--- config.mk ---
export PLATFORM = sky130hd
export DESIGN_NAME = lattice_bram_arbiter
export DESIGN_NICKNAME = d
export VERILOG_FILES = /design/src/rtl/lattice_bram_arbiter.sv
export SDC_FILE = /design/constraint.sdc
export NUM_CORES = 1
export LEC_CHECK = 0
export ABC_AREA = 1
export BUFFER_PORTS_ARGS = -buffer_cell sky130_fd_sc_hd__buf_2
export CORE_AREA = 4 4 251 253
export CTS_BUF_LIST = sky130_fd_sc_hd__clkbuf_4 sky130_fd_sc_hd__clkbuf_8 sky130_fd_sc_hd__clkbuf_16
export DETAILED_ROUTE_END_ITERATION = 8
export DIE_AREA = 0 0 255 257
export HOLD_SLACK_MARGIN = 0.05
export SYNTH_ARGS = -nofsm -noshare
export SYNTH_HDL_FRONTEND = slang
export SYNTH_SLANG_ARGS = --single-unit
--- constraint.sdc ---
create_clock -name clk_in -period 21.3 [get_ports clk_in]
set_input_delay 3.195 -clock clk_in [delete_from_list [all_inputs] [get_ports clk_in]]
set_output_delay 3.195 -clock clk_in [all_outputs]
set_load 0.05 [all_outputs]
--- src/rtl/lattice_bram_arbiter.sv ---
// Two-requester arbiter in front of nine lattice BRAM banks. The sim engine
// touches all nine neighbour banks per access, and the display reader
// broadcasts one address to every bank. The display has priority, but the
// sim engine is forced through after MAX_STARVE contested cycles. Read
// returns are routed back by a requester tag that travels alongside the
// BRAM read pipeline.
module lattice_bram_arbiter #(
  parameter int unsigned BRAM_DEPTH   = 31570,
  parameter int unsigned READ_LATENCY = 2,
  parameter int unsigned MAX_STARVE   = 8,
  parameter int unsigned ADDR_W       = $clog2(BRAM_DEPTH)
) (
  input  logic                   clk_in,
  input  logic                   rst_in,
  // Simulation engine port
  input  logic                   sim_req_in,
  input  logic                   sim_we_in,
  input  logic [8:0][ADDR_W-1:0] sim_addr_in,
  input  logic [8:0][7:0]        sim_data_in,
  output logic                   sim_grant_out,
  output logic [8:0][7:0]        sim_rdata_out,
  output logic                   sim_rvalid_out,
  // Display reader port
  input  logic                   disp_req_in,
  input  logic [ADDR_W-1:0]      disp_addr_in,
  output logic                   disp_grant_out,
  output logic [8:0][7:0]        disp_rdata_out,
  output logic                   disp_rvalid_out,
  // BRAM bank port
  output logic [8:0][ADDR_W-1:0] bram_addr_out,
  output logic [8:0][7:0]        bram_data_out,
  output logic                   bram_we_out,
  input  logic [8:0][7:0]        bram_data_in,
  output logic                   addr_err_out
);

  localparam int unsigned StarveW = $clog2(MAX_STARVE + 1);
  localparam int unsigned Stages  = READ_LATENCY + 1;

  logic [StarveW-1:0]     starve_cnt_q, starve_cnt_d;
  logic [8:0][ADDR_W-1:0] addr_q, addr_d;
  logic [8:0][7:0]        data_q, data_d;
  logic                   we_q, we_d;
  logic                   err_q, err_d;
  logic [Stages-1:0]      sim_tag_q, sim_tag_d;
  logic [Stages-1:0]      disp_tag_q, disp_tag_d;

  logic sim_grant, disp_grant;
  logic sim_bad, disp_bad;

  // Grant decision: display wins contention unless the sim engine has starved.
  always_comb begin
    sim_grant  = 1'b0;
    disp_grant = 1'b0;
    if (!rst_in) begin
      if (sim_req_in && (!disp_req_in || starve_cnt_q == StarveW'(MAX_STARVE))) begin
        sim_grant = 1'b1;
      end else if (disp_req_in) begin
        disp_grant = 1'b1;
      end
    end
  end

  // Out-of-range detection; a single bad sim bank poisons the whole access.
  always_comb begin
    sim_bad = 1'b0;
    for (int b = 0; b < 9; b++) begin
      if (32'(sim_addr_in[b]) >= BRAM_DEPTH) sim_bad = 1'b1;
    end
    disp_bad = (32'(disp_addr_in) >= BRAM_DEPTH);
  end

  // Next-state for the starve counter, BRAM drive registers and tag pipes.
  always_comb begin
    starve_cnt_d = starve_cnt_q;
    addr_d       = addr_q;
    data_d       = data_q;
    we_d         = 1'b0;
    err_d        = 1'b0;
    sim_tag_d    = sim_tag_q << 1;
    disp_tag_d   = disp_tag_q << 1;

    if (sim_grant) begin
      starve_cnt_d = '0;
    end else if (sim_req_in && starve_cnt_q != StarveW'(MAX_STARVE)) begin
      starve_cnt_d = starve_cnt_q + StarveW'(1);
    end

    if (sim_grant) begin
      addr_d       = sim_addr_in;
      data_d       = sim_data_in;
      we_d         = sim_we_in && !sim_bad;
      err_d        = sim_bad;
      sim_tag_d[0] = !sim_we_in && !sim_bad;
    end else if (disp_grant) begin
      addr_d        = {9{disp_addr_in}};
      err_d         = disp_bad;
      disp_tag_d[0] = !disp_bad;
    end
  end

  // State registers; reset also flushes any reads still in flight.
  always_ff @(posedge clk_in or posedge rst_in) begin
    if (rst_in) begin
      starve_cnt_q <= '0;
      addr_q       <= '0;
      data_q       <= '0;
      we_q         <= 1'b0;
      err_q        <= 1'b0;
      sim_tag_q    <= '0;
      disp_tag_q   <= '0;
    end else begin
      starve_cnt_q <= starve_cnt_d;
      addr_q       <= addr_d;
      data_q       <= data_d;
      we_q         <= we_d;
      err_q        <= err_d;
      sim_tag_q    <= sim_tag_d;
      disp_tag_q   <= disp_tag_d;
    end
  end

  // Output mapping; read data is shared, only the tag decides who sees valid.
  always_comb begin
    sim_grant_out   = sim_grant;
    disp_grant_out  = disp_grant;
    bram_addr_out   = addr_q;
    bram_data_out   = data_q;
    bram_we_out     = we_q;
    addr_err_out    = err_q;
    sim_rdata_out   = bram_data_in;
    disp_rdata_out  = bram_data_in;
    sim_rvalid_out  = sim_tag_q[Stages-1];
    disp_rvalid_out = disp_tag_q[Stages-1];
  end

endmodule

==> metrics.md, run 1 <==
| Metric | Value |
|---|---|
| Status | `completed` |
| Gpl congestion | `0.784` |
| Wire per inst | `18.7 um` |
| Cell family with most CP delay | `buffers and inverters` |
| Post-synthesis cell area | `10500 um2` |
| Top FF cell, synth | `dfrtp_1` |
| Worst EP required | `18.11 ns` |
| Max IR drop VDD | `0.0696 mV` |
| R2R setup slack | `18.13 ns` |
| Post-CTS setup buffer count | `0` |
| Number of nets in the layout | `1851` |
| Crit path kind | `in -> out` |
| Final Max Tran Viols | `0` |
| Hold Startpoint | `sim_tag_q[1]` |
| DIE AREA | `65500 um2` |
| CTS Buffer Depth | `3` |
| Num CTS Buffers | `25` |
| Area grow syn2layout | `27.0%` |
| Top post-synthesis cells by count | `nand2_1 (516), dfrtp_1 (219), buf_4 (149)` |
| Root buf cell | `clkbuf_16` |
| Total Routing Usage GR | `0.128` |
| Dominant cells by area after synthesis | `dfrtp_1 (52%), nand2_1 (18%), buf_4 (11%), nand3_1 (4.7%), o211ai_1 (3.8%)` |
| Slew margin rel. | `0.309` |
| RSZ-0062 raised after global routing | `false` |
| DR iter-0 viols | `552` |
| Core area | `61000 um2` |
| Placed insts | `2313` |
| Crit path largest cell delay | `0.47 ns` |
| DRC Markers | `0` |
| Final setup viols | `0` |
| I/O pins | `656` |
| Synth Net Count | `1566` |
| Drt via density | `3.95` |
| CTS resizes | `0` |
| Non-filler cells, final | `2361` |
| Seq/Total Area, Yosys | `0.521` |
| Layout Utilization | `0.219` |
| Worst-skew pair later-pin latency | `0.54 ns` |
| Chip height | `257 um` |
| Final Power | `1.65 mW` |
| Yosys warnings | `0` |
| Placed inst area | `12400 um2` |
| CP cell instances | `buf_2, inv_8, nand3_2, inv_2, buf_2` |
| Worst flop-to-flop path endpoint | `bram_addr_out[117]` |
| First-pass GRT wire length | `62600 um` |
| Final-report hold violation count | `0` |
| CTS HTree Levels | `1` |
| Library cells used by synthesis | `28` |
| Final instance area | `13400 um2` |
| Post-Syn Instances | `1265` |
| DR pass1 iterations | `5` |
| R2r startpoint | `starve_cnt_q[0]` |
| CTS tree | `done` |
| Ys async rst share | `1.00` |
| Synthesized area per cell | `8.31 um2` |
| #FFs+latches synth | `219` |
| Final Skew | `0.0132 ns` |
| Final Cycle Share | `0.373` |
| Critical Path Start Type | `primary input` |
| ANT nets after route | `0` |
| WP data arrival | `4.74 ns` |
| Top-count cell post-synth | `nand2_1` |
| Worst Reg-to-Reg Cells | `12` |
| Hold depth | `0` |
| Setup TNS | `0 ns` |
| Fin crit period | `7.94 ns` |
| Starting Density | `0.172` |
| Core Rows | `91` |
| Number of flops mapped to enable cells by yosys | `0` |
| Worst Hold Class | `reg -> reg` |
| Largest net degree at the start of global routing | `89` |
| Leak | `7.35 nW` |
| DIE WIDTH | `255 um` |
| Vias | `9326` |
| Clock slew at reported path FFs | `0.06 ns` |
| Crit end category | `primary output` |
| Max Freq | `0.126 GHz` |
| Initial antenna violation count | `7` |
| CTS sink count | `219` |
| DP HPWL | `33500 um` |
| Slowest CP cell | `inv_2` |
| Top-area cell type share of the netlist area | `0.521` |
| Tightest Pin Transition | `1.04 ns` |
| MaxCap Viol Count | `0` |
| Pwr dens | `124 nW/um2` |
| Max Fanout on Critical Path | `61` |
| Routed WL | `44100 um` |
| Most used cell, CP | `buf_2` |
| Cell taking the most area after synthesis | `dfrtp_1` |
| Proportion of layout cells with a drive suffix above 1 | `0.325` |
| Hold_buf cts | `0` |
| Hold endpoint | `sim_tag_q[2]` |
| GR Overflow Total | `0` |
| Vias in the first global route | `9270` |
| IO Port Bufs | `439` |
| Critical path buffers and inverters | `4` |
worst register-to-register path: cells and delay by family, from the launching register on:
kind | cells | cell delay [ns]
AO/OA/AOI/OAI | 1 | 0.13
flip-flops | 1 | 0.39
buffers and inverters | 4 | 1.61
AND/OR/NAND/NOR | 6 | 0.78
adder cells (fa/ha/maj) | 1 | 0.14
metal layers:
metal,GRT usage,share of wire,up-vias
li1,-,-,4415
met5,0.00226,0.00027,-
met2,0.207,0.46,501
met3,0.0348,0.087,122
met1,0.160,0.41,4286
met4,0.0570,0.046,2
where the power goes:
group          leakage, nW  switching [mW]  total [mW]  internal, mW
Sequential            2.71          0.0501       0.561         0.511
Combinational         4.19           0.488       0.617         0.129
Clock                0.452           0.179       0.474         0.295
Total                 7.35           0.717        1.65         0.935
how the worst max path moves through the flow:
stage,startpoint,end,slack [ns],cells after the start
after floorplan,rst_in,disp_grant_out,9.48,4
after global placement,rst_in,disp_grant_out,13.30,5
after detailed placement,rst_in,disp_grant_out,13.27,5
after CTS,rst_in,disp_grant_out,13.27,5
after global routing,rst_in,disp_grant_out,13.19,5
final,rst_in,disp_grant_out,13.36,5
registers in the layout, summed over array words and instances (netlist names):
name           flops
bram_we_out        1
disp_tag_q         3
bram_data_out     72
starve_cnt_q       4
addr_err_out       1
sim_tag_q          3
bram_addr_out    135
layout by cell type (no fill, tap or decap), types with 2 or more instances in the layout:
master     instances
clkbuf_8           8
diode_2            4
nand2_1          516
buf_4              9
clkbuf_4           4
buf_2            439
nor2_1            42
a31oi_1            2
ha_1               2
clkinv_2           3
or2_2              3
nor3_1             2
a21boi_0           2
nand2_2            8
clkbuf_16         25
o21ai_0           15
nand3_1           99
bufinv_16          4
a21oi_1            7
o211ai_1          53
inv_1             82
nand4_1           13
dfrtp_1          219
kinds of logic after synthesis:
kind of cell | share of synthesized area
AND/OR/NAND/NOR | 0.266
adder cells (fa/ha/maj) | 0.00238
AO/OA/AOI/OAI | 0.0532
buffers and inverters | 0.157
flip-flops | 0.521
metrics by stage:
| step | hold WS [ns] | setup slack, ns |
|---|---|---|
| final | 0.353 | 13.36 |
| after global routing | 0.369 | 13.19 |
| after CTS | 0.357 | 13.27 |
| after detailed placement | 0.338 | 13.27 |
| after global placement | 0.333 | 13.30 |
| after floorplan | 0.331 | 9.48 |
cell type report:
| type | instances | area, um2 |
|---|---|---|
| Clock inverter | 7 | 135 |
| Fill cell | 6828 | 47700 |
| Inverter | 85 | 329 |
| Clock buffer | 37 | 766 |
| Antenna cell | 4 | 10.0 |
| Timing Repair Buffer | 448 | 2260 |
| Sequential cell | 219 | 5480 |
| Multi-Input combinational cell | 771 | 3380 |
| Tap cell | 790 | 988 |
No activity file was read; power rests on OpenSTA's default activity.
==> inputs of run 2 (changes only) <==
--- a/config.mk
+++ b/config.mk
@@ -5,12 +5,12 @@
 export SDC_FILE = /design/constraint.sdc
 export NUM_CORES = 1
 export LEC_CHECK = 0
-export ABC_AREA = 1
+export ABC_AREA = 0
 export BUFFER_PORTS_ARGS = -buffer_cell sky130_fd_sc_hd__buf_2
-export CORE_AREA = 4 4 251 253
+export CORE_AREA = 4 4 256 258
 export CTS_BUF_LIST = sky130_fd_sc_hd__clkbuf_4 sky130_fd_sc_hd__clkbuf_8 sky130_fd_sc_hd__clkbuf_16
 export DETAILED_ROUTE_END_ITERATION = 8
-export DIE_AREA = 0 0 255 257
+export DIE_AREA = 0 0 260 262
 export HOLD_SLACK_MARGIN = 0.05
 export SYNTH_ARGS = -nofsm -noshare
 export SYNTH_HDL_FRONTEND = slang
==> constraint.sdc (replaced) <==
create_clock -name clk_in -period 7.98 [get_ports clk_in]
set_input_delay 1.197 -clock clk_in [delete_from_list [all_inputs] [get_ports clk_in]]
set_output_delay 1.197 -clock clk_in [all_outputs]
set_load 0.05 [all_outputs]
==> metrics.md, run 2 <==
| Metric | Value |
|---|---|
| Register Area | `5480 um2` |
| Root buf cell | `clkbuf_16` |
| Area grow syn2layout | `29.9%` |
| Proportion of layout cells with a drive suffix above 1 | `0.537` |
| Critical Path Start Type | `primary input` |
| Post-CTS setup buffer count | `0` |
| Clock slew at reported path FFs | `0.06 ns` |
| I/O pins | `656` |
| GR Util met1 | `0.145` |
| #FFs+latches synth | `219` |
| Num CTS Buffers | `27` |
| Crit end category | `primary output` |
| Number of nets in the layout | `1329` |
| Hold_ws | `0.347 ns` |
| Synth Net Count | `1038` |
| Pwr dens | `344 nW/um2` |
| Top Usage Layer GRT | `met2` |
| Leak | `5.97 nW` |
| Largest net degree at the start of global routing | `154` |
| Worst-skew pair later-pin latency | `0.56 ns` |
| Most used cell, CP | `buf_2` |
| DRC Markers | `0` |
| Number of flops mapped to enable cells by yosys | `0` |
| Crit path kind | `in -> out` |
| Final setup viols | `0` |
| Final Max Tran Viols | `0` |
| Number of flip-flops in the largest register | `135` |
| Seq/Total Area, Yosys | `0.562` |
| DR pass1 iterations | `5` |
| Slowest CP cell | `buf_4` |
| Final Power | `4.36 mW` |
| Chip height | `262 um` |
| Core area | `63000 um2` |
| Top FF cell, synth | `dfrtp_1` |
| Slew margin rel. | `0.163` |
| Hold_buf cts | `0` |
| Fin crit period | `4.13 ns` |
| Gpl congestion | `0.793` |
| Wire per inst | `22.4 um` |
| Post-Syn Instances | `737` |
| MaxCap Viol Count | `0` |
| Max Fanout on Critical Path | `65` |
| Final Cycle Share | `0.517` |
| Top post-synthesis cells by count | `dfrtp_1 (219), buf_4 (153), a221o_1 (135)` |
| CTS HTree Levels | `1` |
| CTS Buffer Depth | `3` |
| Final-report hold violation count | `0` |
| ANT nets after route | `0` |
| Top-area cell type share of the netlist area | `0.562` |
| Yosys warnings | `0` |
| GR Layer Usage met2 | `0.194` |
| Crit path largest cell delay | `0.70 ns` |
| Most frequent cells in the layout | `buf_2 (439), dfrtp_1 (219), a221o_1 (135)` |
| Worst EP required | `6.78 ns` |
| Total Routing Usage GR | `0.116` |
| Routed WL | `42400 um` |
| Status | `completed` |
| Setup TNS | `0 ns` |
| CTS tree | `done` |
| Final Skew | `0.0130 ns` |
| DP HPWL | `30800 um` |
| Ys async rst share | `1.00` |
| CTS resizes | `0` |
| Drt via density | `3.99` |
| Tightest Pin Transition | `1.25 ns` |
| Synthesized area per cell | `13.2 um2` |
| Filler instances | `6847` |
| Placed inst area | `11800 um2` |
| DIE AREA | `68100 um2` |
| First-pass GRT wire length | `57300 um` |
| Vias in the first global route | `7846` |
| Layout Utilization | `0.201` |
| Max Freq | `0.242 GHz` |
| Library cells used by synthesis | `34` |
| CTS sink count | `219` |
| Vias | `7561` |
| WP data arrival | `2.93 ns` |
| Max IR drop VDD | `0.148 mV` |
| Cell taking the most area after synthesis | `dfrtp_1` |
| Post-synthesis cell area | `9750 um2` |
| RSZ-0062 raised after global routing | `false` |
| CP cell instances | `buf_2, clkinvlp_4, buf_4, o211a_4, buf_2` |
| Worst Hold Class | `reg -> reg` |
| Final instance area | `12700 um2` |
| Top-count cell post-synth | `dfrtp_1` |
| Grt met3 use | `0.0304` |
| Initial antenna violation count | `9` |
| Starting Density | `0.155` |
| DR iter-0 viols | `595` |
| Dominant cells by area after synthesis | `dfrtp_1 (56%), a221o_1 (14%), buf_4 (12%), mux2_2 (5.7%), mux2_1 (2.7%)` |
| DIE WIDTH | `260 um` |
| GR Overflow Total | `0` |
| Commonest non-fill, non-tap cell in the layout | `buf_2` |
| Area of the multi-input gates | `2840 um2` |
| IO Port Bufs | `439` |
| Core Rows | `92` |
## run 2: cell types whose count changed after synthesis, sizes merged, moves of 5 or more
cell,before,now
a221o,0,135
and2,0,16
inv,85,5
nand2,524,4
nor4,0,8
mux2,0,72
o31ai,0,7
clkbuf,2,7
o211ai,53,0
o21ai,15,8
nand3,100,3
nor2,44,18
## run 2: kinds of logic after synthesis
| group | share of synthesized area |
|---|---|
| xor+xnor | 0.00270 |
| simple gates | 0.0409 |
| mux | 0.0832 |
| buf+inv | 0.147 |
| flops | 0.562 |
| fa+ha+maj | 0.00257 |
| compound gates | 0.162 |
## run 2: per-stage QoR
stage / std cells / setup WS [ns]
global placement: 1845 / 3.52
detailed placement: 1845 / 3.40
finish: 1894 / 3.85
global route: 1892 / 3.60
CTS: 1891 / 3.72
floorplan: 737 / 1.52
## run 2: layer usage
metal | vias to the layer above | wire [um]
li1 | 3227 | -
met1 | 3783 | 16900
met2 | 468 | 20300
met3 | 81 | 3640
met4 | 2 | 1420
met5 | - | 13
## run 2: cell type report
class,instances,area share
Antenna cell,3,0.000592
Clock buffer,38,0.0628
Clock inverter,8,0.00810
Inverter,5,0.00237
Multi-Input combinational cell,316,0.224
Sequential cell,219,0.433
Tap cell,846,0.0835
Timing Repair Buffer,459,0.186
## run 2: final timing paths
kind                            slack, ns           endpoint       startpoint  cells after the start
min in group asynchronous            0.54   bram_addr_out[1]           rst_in                      2
worst max-delay path                 3.85     disp_grant_out           rst_in                      5
worst min-delay path                 0.35      disp_tag_q[2]    disp_tag_q[1]                      0
max in group asynchronous            5.39  bram_addr_out[45]           rst_in                      4
worst min register to register       0.35      disp_tag_q[2]    disp_tag_q[1]                      0
worst max register to register       4.42  bram_addr_out[49]  starve_cnt_q[0]                      9
## run 2: power breakdown
part	switching, mW	internal (mW)	leakage [nW]
logic	1.20	0.406	2.87
registers	0.146	1.36	2.65
clock network	0.497	0.755	0.444
## run 2: worst max-delay path, delay by kind of cell
family / cells / cell delay (ns)
buf+inv: 4 / 1.26
compound gates: 1 / 0.43
